**config.mk**
```make
export PLATFORM = sky130hd
export DESIGN_NAME = boot_loader_flat
export DESIGN_NICKNAME = d
export VERILOG_FILES = /design/src/rtl/boot_loader_if.sv /design/src/rtl/boot_loader.sv /design/src/flat_wrapper.sv
export SDC_FILE = /design/constraint.sdc
export NUM_CORES = 1
export LEC_CHECK = 0
export CAP_MARGIN = 5
export CORE_ASPECT_RATIO = 1.25
export CORE_MARGIN = 3
export CORE_UTILIZATION = 40
export DETAILED_ROUTE_END_ITERATION = 6
export HOLD_SLACK_MARGIN = 0.06
export SYNTH_ARGS = -nofsm -noshare
export SYNTH_HDL_FRONTEND = slang
export SYNTH_SLANG_ARGS = --single-unit
```
**constraint.sdc**
```tcl
create_clock -name clk -period 6.6 [get_ports clk]
set_clock_uncertainty 0.2 [all_clocks]
set_input_delay 1.32 -clock clk [delete_from_list [all_inputs] [get_ports clk]]
set_output_delay 1.32 -clock clk [all_outputs]
set_load 0.05 [all_outputs]
```
**src/rtl/boot_loader_if.sv**
```systemverilog
// Byte-stream input and RAM write bus of the boot loader.
// The loader consumes the stream and drives the bus through the slave modport.
interface boot_loader_if #(
    parameter int DATA_WIDTH = 16,
    parameter int ADDR_WIDTH = 8
);
    logic                  in_valid;
    logic [7:0]            in_data;
    logic                  in_ready;
    logic                  mem_we;
    logic [ADDR_WIDTH-1:0] mem_addr;
    logic [DATA_WIDTH-1:0] mem_wdata;

    modport slave (
        input  in_valid, in_data,
        output in_ready, mem_we, mem_addr, mem_wdata
    );

    modport master (
        output in_valid, in_data,
        input  in_ready, mem_we, mem_addr, mem_wdata
    );
endinterface

```
**src/rtl/boot_loader.sv**
```systemverilog
// Receives a framed byte-serial program image (sync, length, data, checksum) and writes it
// into the Cpu RAM from word 0 upward; releases the Cpu reset only after a verified image.
module boot_loader #(
    parameter int         DATA_WIDTH = 16,
    parameter int         ADDR_WIDTH = 8,
    parameter logic [7:0] SYNC_BYTE  = 8'h55
) (
    input  logic          clk,
    input  logic          rst,
    boot_loader_if.slave  bus,
    output logic          cpu_rst,
    output logic          busy,
    output logic          done,
    output logic          error
);
    localparam int BYTES     = DATA_WIDTH / 8;
    localparam int BCW       = (BYTES > 1) ? $clog2(BYTES) : 1;
    localparam int MAX_WORDS = 1 << ADDR_WIDTH;

    typedef enum logic [2:0] {
        IDLE  = 3'd0,
        LEN   = 3'd1,
        DATA  = 3'd2,
        CHECK = 3'd3,
        DONE  = 3'd4,
        ERROR = 3'd5
    } state_t;

    state_t                state_r;
    logic [7:0]            word_len_r;
    logic [7:0]            word_idx_r;
    logic [BCW-1:0]        byte_cnt_r;
    logic [7:0]            chk_r;
    logic [DATA_WIDTH-1:0] word_sr_r;
    logic                  accept_s;
    logic [DATA_WIDTH-1:0] word_next_s;

    // Big-endian word assembly: earlier bytes end up in the upper bits.
    function automatic logic [DATA_WIDTH-1:0] shift_in(input logic [DATA_WIDTH-1:0] w,
                                                       input logic [7:0] b);
        return (w << 4'd8) | DATA_WIDTH'(b);
    endfunction

    assign bus.in_ready = (state_r != DONE);
    assign accept_s     = bus.in_valid && bus.in_ready;
    assign word_next_s  = shift_in(word_sr_r, bus.in_data);

    // Frame parser, RAM write port and status outputs, all advanced on accepted bytes only.
    always_ff @(posedge clk or negedge rst) begin
        if (!rst) begin
            state_r       <= IDLE;
            word_len_r    <= 8'd0;
            word_idx_r    <= 8'd0;
            byte_cnt_r    <= '0;
            chk_r         <= 8'd0;
            word_sr_r     <= '0;
            bus.mem_we    <= 1'b0;
            bus.mem_addr  <= '0;
            bus.mem_wdata <= '0;
            cpu_rst       <= 1'b0;
            busy          <= 1'b0;
            done          <= 1'b0;
            error         <= 1'b0;
        end else begin
            bus.mem_we <= 1'b0;
            if (accept_s) begin
                case (state_r)
                    IDLE: begin
                        if (bus.in_data == SYNC_BYTE) begin
                            state_r <= LEN;
                            busy    <= 1'b1;
                        end
                    end
                    LEN: begin
                        word_idx_r <= 8'd0;
                        byte_cnt_r <= '0;
                        chk_r      <= 8'd0;
                        word_len_r <= bus.in_data;
                        if (int'(bus.in_data) > MAX_WORDS) begin
                            state_r <= ERROR;
                            busy    <= 1'b0;
                            error   <= 1'b1;
                        end else if (bus.in_data == 8'd0) begin
                            state_r <= CHECK;
                        end else begin
                            state_r <= DATA;
                        end
                    end
                    DATA: begin
                        word_sr_r <= word_next_s;
                        chk_r     <= chk_r + bus.in_data;
                        if (byte_cnt_r == BCW'(BYTES - 1)) begin
                            byte_cnt_r    <= '0;
                            bus.mem_we    <= 1'b1;
                            bus.mem_addr  <= ADDR_WIDTH'(word_idx_r);
                            bus.mem_wdata <= word_next_s;
                            word_idx_r    <= word_idx_r + 8'd1;
                            if (word_idx_r == word_len_r - 8'd1) begin
                                state_r <= CHECK;
                            end
                        end else begin
                            byte_cnt_r <= byte_cnt_r + 1'b1;
                        end
                    end
                    CHECK: begin
                        busy <= 1'b0;
                        if (bus.in_data == chk_r) begin
                            state_r <= DONE;
                            done    <= 1'b1;
                            cpu_rst <= 1'b1;
                        end else begin
                            state_r <= ERROR;
                            error   <= 1'b1;
                        end
                    end
                    ERROR: begin
                        if (bus.in_data == SYNC_BYTE) begin
                            state_r <= LEN;
                            error   <= 1'b0;
                            busy    <= 1'b1;
                        end
                    end
                    DONE: begin
                        state_r <= DONE;
                    end
                    default: begin
                        state_r <= IDLE;
                        busy    <= 1'b0;
                        done    <= 1'b0;
                        error   <= 1'b0;
                        cpu_rst <= 1'b0;
                    end
                endcase
            end
        end
    end
endmodule

```
**src/flat_wrapper.sv**
```systemverilog
// flat-port wrapper written by rule: the top's interface ports become plain ports
module boot_loader_flat 
#(
    parameter int         DATA_WIDTH = 16,
    parameter int         ADDR_WIDTH = 8,
    parameter logic [7:0] SYNC_BYTE  = 8'h55
)
  (clk, rst, cpu_rst, busy, done, error, bus_in_valid, bus_in_data, bus_in_ready, bus_mem_we, bus_mem_addr, bus_mem_wdata);
  boot_loader_if #(.DATA_WIDTH(DATA_WIDTH), .ADDR_WIDTH(ADDR_WIDTH)) bus_i ();
  input  logic clk;
  input  logic rst;
  output logic cpu_rst;
  output logic busy;
  output logic done;
  output logic error;
  input wire logic [$bits(bus_i.in_valid)-1:0] bus_in_valid;
  input wire logic [$bits(bus_i.in_data)-1:0] bus_in_data;
  output wire logic [$bits(bus_i.in_ready)-1:0] bus_in_ready;
  output wire logic [$bits(bus_i.mem_we)-1:0] bus_mem_we;
  output wire logic [$bits(bus_i.mem_addr)-1:0] bus_mem_addr;
  output wire logic [$bits(bus_i.mem_wdata)-1:0] bus_mem_wdata;
  assign bus_i.in_valid = bus_in_valid;
  assign bus_i.in_data = bus_in_data;
  assign bus_in_ready = bus_i.in_ready;
  assign bus_mem_we = bus_i.mem_we;
  assign bus_mem_addr = bus_i.mem_addr;
  assign bus_mem_wdata = bus_i.mem_wdata;
  boot_loader #(.DATA_WIDTH(DATA_WIDTH), .ADDR_WIDTH(ADDR_WIDTH), .SYNC_BYTE(SYNC_BYTE)) u_core (.clk(clk), .rst(rst), .bus(bus_i), .cpu_rst(cpu_rst), .busy(busy), .done(done), .error(error));
endmodule
```
==> results.txt <==
The flow ran to the end, and the final reports show no timing, DRC or antenna violations. Static timing analysis puts the maximum clock frequency at 0.245 GHz. In this run the post-CTS setup repair buffer count came out at 0.

The total CTS buffers came out at 9. The leakage power total is 1.70 nW. The total I/O pin count is 41. The final critical path takes up 62.0% of the cycle. The worst IR drop on VDD came out at 290 uV.

TritonCTS built the clock tree. The effective utilization at floorplan came out at 42.0%. The clock tree buffer depth is 2. The number of DRC violations after detailed-routing iteration 0 came out at 99. The worst endpoint required time is 6.60 ns.

The number of port buffers is 40. The number of nets handed over by synthesis was 323. The growth of design area from synthesis to finish came out at 20.2%.

The clock-pin slew of the registers on the worst-case setup and hold paths came out at 0.07 ns. The count of hold-fix buffers inserted at cts is 0. The core area came out at 0.00749 sq mm. The number of global-route vias before repair came out at 2331.

STA classifies the critical path endpoint as a flip-flop. The tree is rooted in a sky130_fd_sc_hd__clkbuf_8. Setup violations remaining at the end of the flow were counted as 0. The final RePlAce weighted congestion is 0.766.

The number of violations of the max-capacitance limit came out at 0. Setup repair after global routing left no endpoint under its margin. After detailed routing, the total wire length is 6940 um. The number of endpoints with negative hold slack in the final report came out at 0. The source-to-sink clock delay at the later pin of the worst-skew pair is 0.34 ns. Leaving out fill and tap cells, the most frequent cell in the layout is sky130_fd_sc_hd__dfrtp_1. Counting every instance in the synthesized netlist gives 302. The total global routing overflow came out at 0. The fraction of layout cells with a size suffix above 1 came out at 13.1%.

Multiplexer cells account for 8.60% of the synthesized area. The max-slew violation count was 0. The library cells used most frequently in the layout, excluding fill and tap cells, are sky130_fd_sc_hd__dfrtp_1, sky130_fd_sc_hd__nand2_1, sky130_fd_sc_hd__clkdlybuf4s50_1, sky130_fd_sc_hd__mux2_2, sky130_fd_sc_hd__nor2_1. The power density over the cells is 469 mW/mm^2. The first global-routing pass estimated 11700 um of wire. The number of fillers in the final layout is 690. The average wire per cell in the routed design came out at 15.9 um. The sum of net half-perimeters after detailed placement came out at 4720 um. The critical path in this run is classified as in -> reg. After synthesis the cells add up to 0.00314 sq mm. The number of synthesized register bits came out at 64.

The mean area per synthesized cell came out at 10.4 sq um. Summing the areas of all fa, ha and maj instances in the mapped netlist gives 4.22% of the synthesized area. The proportion of synthesized chip area in sequential cells is 51.0%.

The width of the die is 85.3 um. The relative slew slack is 46.1%. The average vias per placed instance came out at 5.28. The simple-gate portion of the synthesized area came out at 16.3%.

The total negative slack is 0 ns. The repair_antennas step left the layout with diodes totalling 0. The detailed-route DRC error count came out at 0. The placement row count is 35.

Summing over every cut layer, the via total after detailed routing is 2298. The count of nets left with antenna violations after detail routing is 0. The post-layout minimum cycle time is 4.09 ns. The logic depth of the worst register-to-register path is 7. The worst hold path belongs to the class reg -> reg. Entering global routing, the biggest net connects 65 pins.

The die boundary height came out at 105 um. The number of antenna violations at the first check in global routing came out at 0. The synthesized-area fraction occupied by ao, oa, aoi and oai cells is 10.4%. After synthesis, the largest family of logic cells by area is simple AND/OR/NAND/NOR gates. The signal arrival time at the worst endpoint came out at 4.09 ns. The total track usage came out at 16.7%.

The worst setup path is launched from an input port. The post-CTS resize count is 0. The maximum net fanout on the critical path came out at 29. The xor-xnor portion of the synthesized cell area came out at 6.37%.

For this run, the number of Yosys warnings is 0. The worst slack on hold paths is 0.266 ns. The overall die area came out at 0.00896 sq mm.

At the pin with the least slew margin, the transition time is 0.808 ns. The distinct cell type count of the synthesized netlist came out at 44. The iteration count of the initial detailed-routing pass is 4. The deepest level of the CTS H-tree is 3. The cell count of the worst hold path is 2. The number of nets in the final layout is 360.

The sink count of the clock tree came out at 64.
-- flip-flops by register name, indices dropped and copies added (netlist names) --
name	count
u_core.bus.mem_wdata	16
u_core.bus.mem_addr	8
u_core.chk_r	8
u_core.word_idx_r	8
u_core.word_len_r	8
u_core.word_sr_r	8
u_core.state_r	3
u_core.bus.mem_we	1
u_core.busy	1
u_core.byte_cnt_r	1
u_core.cpu_rst	1
u_core.error	1
-- area by class of cell --
type                            instances  area, sq um  share of cell area [%]
Sequential cell                        64         1600                    42.4
Multi-Input combinational cell        217         1440                    38.2
Timing Repair Buffer                   41          403                    10.7
Clock buffer                           13          179                    4.74
Tap cell                               92          115                    3.05
Inverter                                6         22.5                   0.597
Clock inverter                          2         12.5                   0.331
-- per-layer routing --
layer | GRT usage (%) | part of all wire, % | up-vias | wire length, um
li1 | - | - | 1123 | -
met1 | 21.8 | 46 | 1132 | 3190
met2 | 26.9 | 49 | 34 | 3370
met3 | 3.71 | 3.8 | 9 | 264
met4 | 5.77 | 1.6 | 0 | 114
met5 | 0 | 0 | - | 0
-- logic make-up (layout without fill, tap and decap cells) --
kind of cell / after synthesis / after routing
and+or+nand+nor: 113 / 113
adders and majority gates: 10 / 10
DFF: 64 / 64
buffers and inverters: 21 / 62
xor gates and xnor gates: 22 / 22
AOI/OAI and AO/OA: 48 / 48
muxes: 24 / 24
-- critical path, stage by stage --
cell                              delay [ns]
sky130_fd_sc_hd__clkdlybuf4s50_1        0.66
sky130_fd_sc_hd__and4bb_2               0.59
sky130_fd_sc_hd__nand2_2                0.50
sky130_fd_sc_hd__inv_1                  0.51
sky130_fd_sc_hd__and3_1                 0.23
sky130_fd_sc_hd__nand2_1                0.06
sky130_fd_sc_hd__xor2_1                 0.14
sky130_fd_sc_hd__nor2_1                 0.05
-- per-stage QoR --
stage | setup slack [ns] | std cells | utilization, % | instance area, sq um | total power (W)
after global routing | 2.24 | 435 | 50.4 | 3770 | 0.00189
final | 2.51 | 435 | 50.4 | 3770 | 0.00177
after floorplan | 3.54 | 302 | - | 3140 | 0.00124
after detailed placement | 2.12 | 420 | 47.9 | 3580 | 0.00146
after CTS | 2.48 | 435 | 50.4 | 3770 | 0.00179
after global placement | 2.17 | 420 | 47.9 | 3580 | 0.00145
-- where the power goes --
group          internal (W)  switching [W]  total (W)  leakage, nW
sequential         0.000539       0.000124   0.000663        0.810
clock              0.000175       0.000146   0.000321       0.0975
combinational      0.000328       0.000458   0.000786        0.792
total               0.00104       0.000729    0.00177         1.70
-- Yosys cell counts, drive strengths merged --
| cell | number | area share, % |
|---|---|---|
| dfrtp | 64 | 51 |
| nand2 | 62 | 7.5 |
| mux2 | 24 | 8.6 |
| nor2 | 16 | 1.9 |
| o21ai | 14 | 2.2 |
| a21oi | 11 | 2.1 |
| xnor2 | 11 | 3.1 |
| xor2 | 11 | 3.3 |
| nand3 | 10 | 1.6 |
| ha | 9 | 3.6 |
| clkbuf | 8 | 0.96 |
| buf | 7 | 1.5 |
| a22o | 6 | 1.7 |
| inv | 6 | 0.72 |
| nor4 | 5 | 1.0 |
| and3 | 4 | 0.80 |
| nand3b | 4 | 0.96 |
| a31oi | 3 | 0.60 |
| a32o | 3 | 0.96 |
| nor2b | 3 | 0.60 |
| nor3 | 3 | 0.48 |
| o2111ai | 2 | 0.56 |
| a2111oi | 1 | 0.28 |
| a21boi | 1 | 0.24 |
| a21o | 1 | 0.24 |
| a221o | 1 | 0.32 |
| and2 | 1 | 0.20 |
| and4 | 1 | 0.28 |
| and4bb | 1 | 0.40 |
| fa | 1 | 0.64 |
| nand2b | 1 | 0.20 |
| nand4 | 1 | 0.20 |
| o211ai | 1 | 0.24 |
| o21a | 1 | 0.24 |
| o21bai | 1 | 0.24 |
| o22ai | 1 | 0.20 |
| o41ai | 1 | 0.28 |
| or3 | 1 | 0.20 |
-- final timing paths --
path                                            end  slack, ns                 from
setup / recovery               u_core.word_idx_r[4]       2.51         bus_in_valid
hold / removal              u_core.bus.mem_wdata[9]       0.27  u_core.word_sr_r[1]
setup reg to reg               u_core.word_idx_r[4]       3.48    u_core.state_r[1]
hold reg to reg             u_core.bus.mem_wdata[9]       0.27  u_core.word_sr_r[1]
max in group asynchronous         u_core.byte_cnt_r       4.72                  rst
min in group asynchronous  u_core.bus.mem_wdata[11]       0.95                  rst
Note: power is estimated with default switching activity, not from simulation.
